--- config.mk ---
export PLATFORM = sky130hd
export DESIGN_NAME = sat_counter
export DESIGN_NICKNAME = d
export VERILOG_FILES = /design/src/rtl/gate_response_checker_sat_counter.sv
export SDC_FILE = /design/constraint.sdc
export NUM_CORES = 1
export LEC_CHECK = 0
export BUFFER_PORTS_ARGS = -buffer_cell sky130_fd_sc_hd__clkbuf_2
export CORE_AREA = 2 2 39 41
export DETAILED_ROUTE_END_ITERATION = 16
export DIE_AREA = 0 0 41 43
export GPL_TIMING_DRIVEN = 0
export HOLD_SLACK_MARGIN = 0.03
export PLACE_DENSITY = 0.55
export RECOVER_POWER = 25
export SLEW_MARGIN = 10
export SYNTH_ARGS = -nofsm -noshare
export SYNTH_HDL_FRONTEND = slang
export SYNTH_SLANG_ARGS = --single-unit
export TNS_END_PERCENT = 10
--- constraint.sdc ---
create_clock -name clk -period 1.56 [get_ports clk]
set_clock_uncertainty 0.1 [all_clocks]
set_input_delay 0.156 -clock clk [delete_from_list [all_inputs] [get_ports clk]]
set_output_delay 0.156 -clock clk [all_outputs]
set_load 0.01 [all_outputs]
--- src/rtl/gate_response_checker_sat_counter.sv ---
// sat_counter
// Saturating up-counter: increments on inc, holds at all-ones, never wraps.
// clr (synchronous) has priority over inc.
//   clk, rst_n : clock, asynchronous active-low reset
//   inc        : count one event
//   clr        : synchronous clear to zero
//   count      : current count
module sat_counter #(
    parameter int W = 8
) (
    input  logic         clk,
    input  logic         rst_n,
    input  logic         inc,
    input  logic         clr,
    output logic [W-1:0] count
);

    always_ff @(posedge clk or negedge rst_n) begin
        if (!rst_n) begin
            count <= '0;
        end else if (clr) begin
            count <= '0;
        end else if (inc && (count != {W{1'b1}})) begin
            count <= count + 1'b1;
        end
    end

endmodule

Word level (Yosys, flattened, before mapping)
Cells that the tools add are included.
{"block": "word_totals", "wordCells": 7, "inputBits": 4, "latchBits": 0, "rom_bits": 0, "memories": 0, "register_bits": 8, "ramBits": 0, "output_inout_bits": 8}
{"block": "op_classes", "mul": 0, "eq_ne": 1, "order_cmp": 0, "div": 0, "bitwise_logic": 0, "reduce_logical": 2, "n_mux": 2, "n_addsub": 1, "shift": 0}
{"op": "$mux W8", "count": 2}
{"op": "$add A8 B1 Y8 const B", "count": 1}
{"op": "$ne A8 B8 Y1 const B", "count": 1}
{"op": "$reduce_bool A2 Y1", "count": 1}
{"op": "$logic_and A1 B1 Y1", "count": 1}

Depth between registers and ports, before layout
{"block": "depth", "word_depth": 4, "depth_mapped": 4, "mapped_depth_nobuf": 4}

Worst setup path before layout
OpenSTA, ideal clock, no wires.
{"block": "synth_path", "path_kind": "reg-to-reg", "startpoint": "register count[0]", "endpoint": "register count[0]", "stages_incl_launch_ff": 5, "period_less_slack_ns": 1.734, "t_required_ns": 1.335, "path_slack_ns": -0.174, "setup_time_ns": 0.125, "arrival_time_ns": 1.509, "n_path_buf": 0, "cell_sequence": "dfrtp_1 > ha_1 > and4_2 > a21boi_1 > mux2_2"}
{"block": "synth_via", "elab_chain_cells": 3, "elab_cells_between_ends": 6, "cone_classes": "1 x add/sub; 1 x eq/ne; 2 x mux; 2 x reduce/logical"}
{"item": "from (decl)", "line": "15", "source": "output logic [W-1:0] count"}
{"item": "from (signal assigned)", "line": "24", "source": "count <= count + 1'b1;"}
{"item": "$add A8 B1 Y8 / $ne A8 B8 Y1 (equally long branches)", "line": "24, 23"}
{"item": "$mux W8 / $logic_and A1 B1 Y1 (equally long branches)", "line": "23", "source": "end else if (inc && (count != {W{1'b1}})) begin"}
{"item": "$mux W8 / $reduce_bool A2 Y1 (equally long branches)"}
Several ways; a longest one is shown, not always the timed one. The select of a mux whose other input is x is not followed.
A chain may end at the register's enable or synchronous reset.

Worst setup path after layout
{"block": "layout_path", "startpoint": "register count[1]", "endpoint": "register count[0]"}
{"block": "layout_via", "elab_chain_cells": 3}
{"item": "$ne A8 B8 Y1", "line": "23"}
{"item": "$logic_and A1 B1 Y1", "line": "23"}
{"item": "$reduce_bool A2 Y1 (no source line)"}
No other way between the ends.

==> results.ini <==
[run_status]
outcome = complete, no violations

[die]
fp.dieH_um = 43
num_rows = 14
start_util = 0.335
io_pins = 12
die-area_mm2 = 0.00176
die_w_um = 41
core_mm2 = 0.00138

[yosys]
synth_edf_count = 0
synth_top_area_frac = 0.431
async_flop_share = 1.00
synthCells = 49
ys.flop_type = dfrtp_1
netlist_top_cells_area = dfrtp_1 (43%), mux2_2 (4.9%), nor3_1 (4.3%), nand2b_1 (4.0%), nor2b_1 (4.0%)
synth_top_area_cell = dfrtp_1
seq_area_frac_synth = 0.431
yosys_warnings = 0
syn_area_um2 = 464
ys_types = 28
syn_avg_cell_area_um2 = 9.47
syn-num-nets = 54
synth-seq-cells = 8

[layout]
nets = 72
diodes = 0
regMostFlops = count
top_regs = count: 8 flops
largest_register_ffs = 8
multi_input_area_um2 = 277
final_core_util = 0.442
fin_cells = 81
nFillCells = 136
ff_latch_area_um2 = 203
drive_above_1_share = 0.369
synthToLayoutAreaGrowth_pct = 31.8

[sta]
tightest_slew_ns = 0.468
holdWs_ns = 0.170
slew_violations = 0
hold_viol = 0
setup_ws_ns = 0.0419
setup_violations = 0
min_period_ns = 1.52
relSlewSlack = 0.688
timing.final.crit_share = 0.973
rsz0062_at_grt = yes
fmax_ghz = 0.659

[global_route]
gr-usage-all-layers = 0.139
grt_overflow = 0
grt_max_degree = 11
grt_pass1_wl_um = 1640
grt_pass1_vias = 379
antenna_found_initial = 0

[detailed_routing]
wl_per_cell_um = 12.2
routed-via-count = 412
routed_wl_um = 987
post-route-drc-count = 0
dr.pass1.iters = 2
final_antenna_net_count = 0
post_drt_via_cell_ratio = 5.09
drt_iter0_markers = 8

[clocking]
cts_root_buf = clkbuf_4
clkSlewWorstSetupHoldPaths_ns = 0.06
h-tree-depth = 1
clkSinkCount = 8
cts_made_buffers = 3
cts_tree = yes
clk_path_buf_depth = 2
clkLatencyLatePin_ns = 0.25

[setup_path]
r2r_slack_ns = 0.04
cp_slowest_cell = dfrtp_2
cp-end-kind = flop
r2r_end = count[0]
cp-start-kind = flop
cp.arrival_ns = 1.56
critical_path.cell_chain = ha_4 > and4_4 > a21boi_4 > mux2_2
worstPathRequired_ns = 1.60
slowest_delay_ns = 0.42
r2r-start = count[1]
crit_type = reg2reg
r2r_cells = 4
cp_max_fo = 7

[power_and_ir_drop]
p_clk_frac = 0.369
swShare = 0.245
p_leak_nw = 0.262
p_seq_frac = 0.502
p_per_area_mw_per_mm2 = 713
irDropWorstVdd_mv = 0.345
combPwrFrac = 0.129
intPower_w = 0.000329
power.switching_w = 0.000107

[hold_path]
min_path_type = in2reg
hold_path_end = count[3]
min_from = clr
holdPathStages = 3

[placement]
dpl.cell_count = 75
io_buffers = 10
gp_congestion = 0.687
pre_cts_slack_ns = -0.0372

[job]
drv_cap = 0

-- cells in the mapped netlist (all sizes together) (2+ instances only) --
cell type	number
inv	2
mux2	2
dfrtp	8
and4	2
nand2	2
nand3	3
nand2b	3
nor2	2
a21oi	3
nor2b	3
nor3	4
-- how the worst max path moves through the flow --
stage	start	slack, ns	cells after the start	end
after floorplan	count[1]	0.02	4	count[0]
after global placement	count[0]	-0.03	4	count[0]
after detailed placement	count[0]	-0.04	4	count[0]
after CTS	count[0]	0.01	4	count[0]
after global routing	count[0]	-0.001	4	count[0]
final	count[1]	0.04	4	count[0]
-- final cells by class --
class / count / area share
multi-input combinational: 37 / 0.452
sequential: 8 / 0.331
timing repair buffer: 13 / 0.121
clock buffer: 3 / 0.0368
tap: 16 / 0.0327
buffer: 2 / 0.0143
inverter: 2 / 0.0123
-- what timing repair did --
action	4_1_cts	5_1_grt
gates resized for setup	1	1
pin swaps	0	1
hold endpoints to repair	8	0
buffers inserted	2	0
hold buffers	1	0
setup endpoints to repair	2	2
-- worst max-delay path, delay by kind of cell, from the launching register on --
kind / cells / cell delay [ns]
AOI/OAI and AO/OA: 1 / 0.15
DFF: 1 / 0.42
adders and majority gates: 1 / 0.19
muxes: 1 / 0.34
and+or+nand+nor: 1 / 0.21
-- per-layer routing --
metal,wire (µm),global-route usage,share of wire,vias up
met4,12,0.0800,0.012,0
met5,0,0,0,-
met2,443,0.178,0.45,9
met3,50,0.0471,0.051,2
met1,480,0.195,0.49,187
li1,-,-,-,214
-- power by group through the flow --
stage	Clock (W)	Sequential [W]	Combinational [W]
final	0.000161	0.000219	0.0000561
after global routing	0.000180	0.000220	0.0000632
after CTS	0.000166	0.000219	0.0000580
after detailed placement	0	0.000227	0.0000437
after global placement	0	0.000227	0.0000421
after floorplan	0	0.000228	0.0000233
-- kinds of logic (layout without fill, tap and decap cells) --
kind of cell,Yosys count,in the layout,synth area share
AOI/OAI and AO/OA,9,9,0.127
adders and majority gates,1,1,0.0269
buffers and inverters,4,20,0.0350
DFF,8,8,0.431
muxes,3,3,0.0701
and+or+nand+nor,24,24,0.310
-- cells in the final DEF, fill, tap and decap left out, types with 2 or more instances in the layout --
cell,synthesis,layout
nand3_1,2,2
nor3_1,4,4
clkbuf_2,0,9
nand2_1,2,2
buf_4,0,2
clkbuf_1,1,2
clkbuf_4,0,3
dfrtp_1,8,6
inv_1,2,2
a21oi_1,3,2
dfrtp_2,0,2
nand2b_1,3,3
mux2_2,2,2
nor2_1,2,2
nor2b_1,3,3
-- metrics by stage --
stage	total power, W	setup TNS, ns	instance area [µm²]
2_1_floorplan	0.000251	0	484
3_3_place_gp	0.000269	-0.0272	554
3_5_place_dp	0.000271	-0.0372	554
4_1_cts	0.000443	0	609
5_1_grt	0.000463	-0.00112	612
6_report	0.000436	0	612
Power figures use the tool's default switching activity.
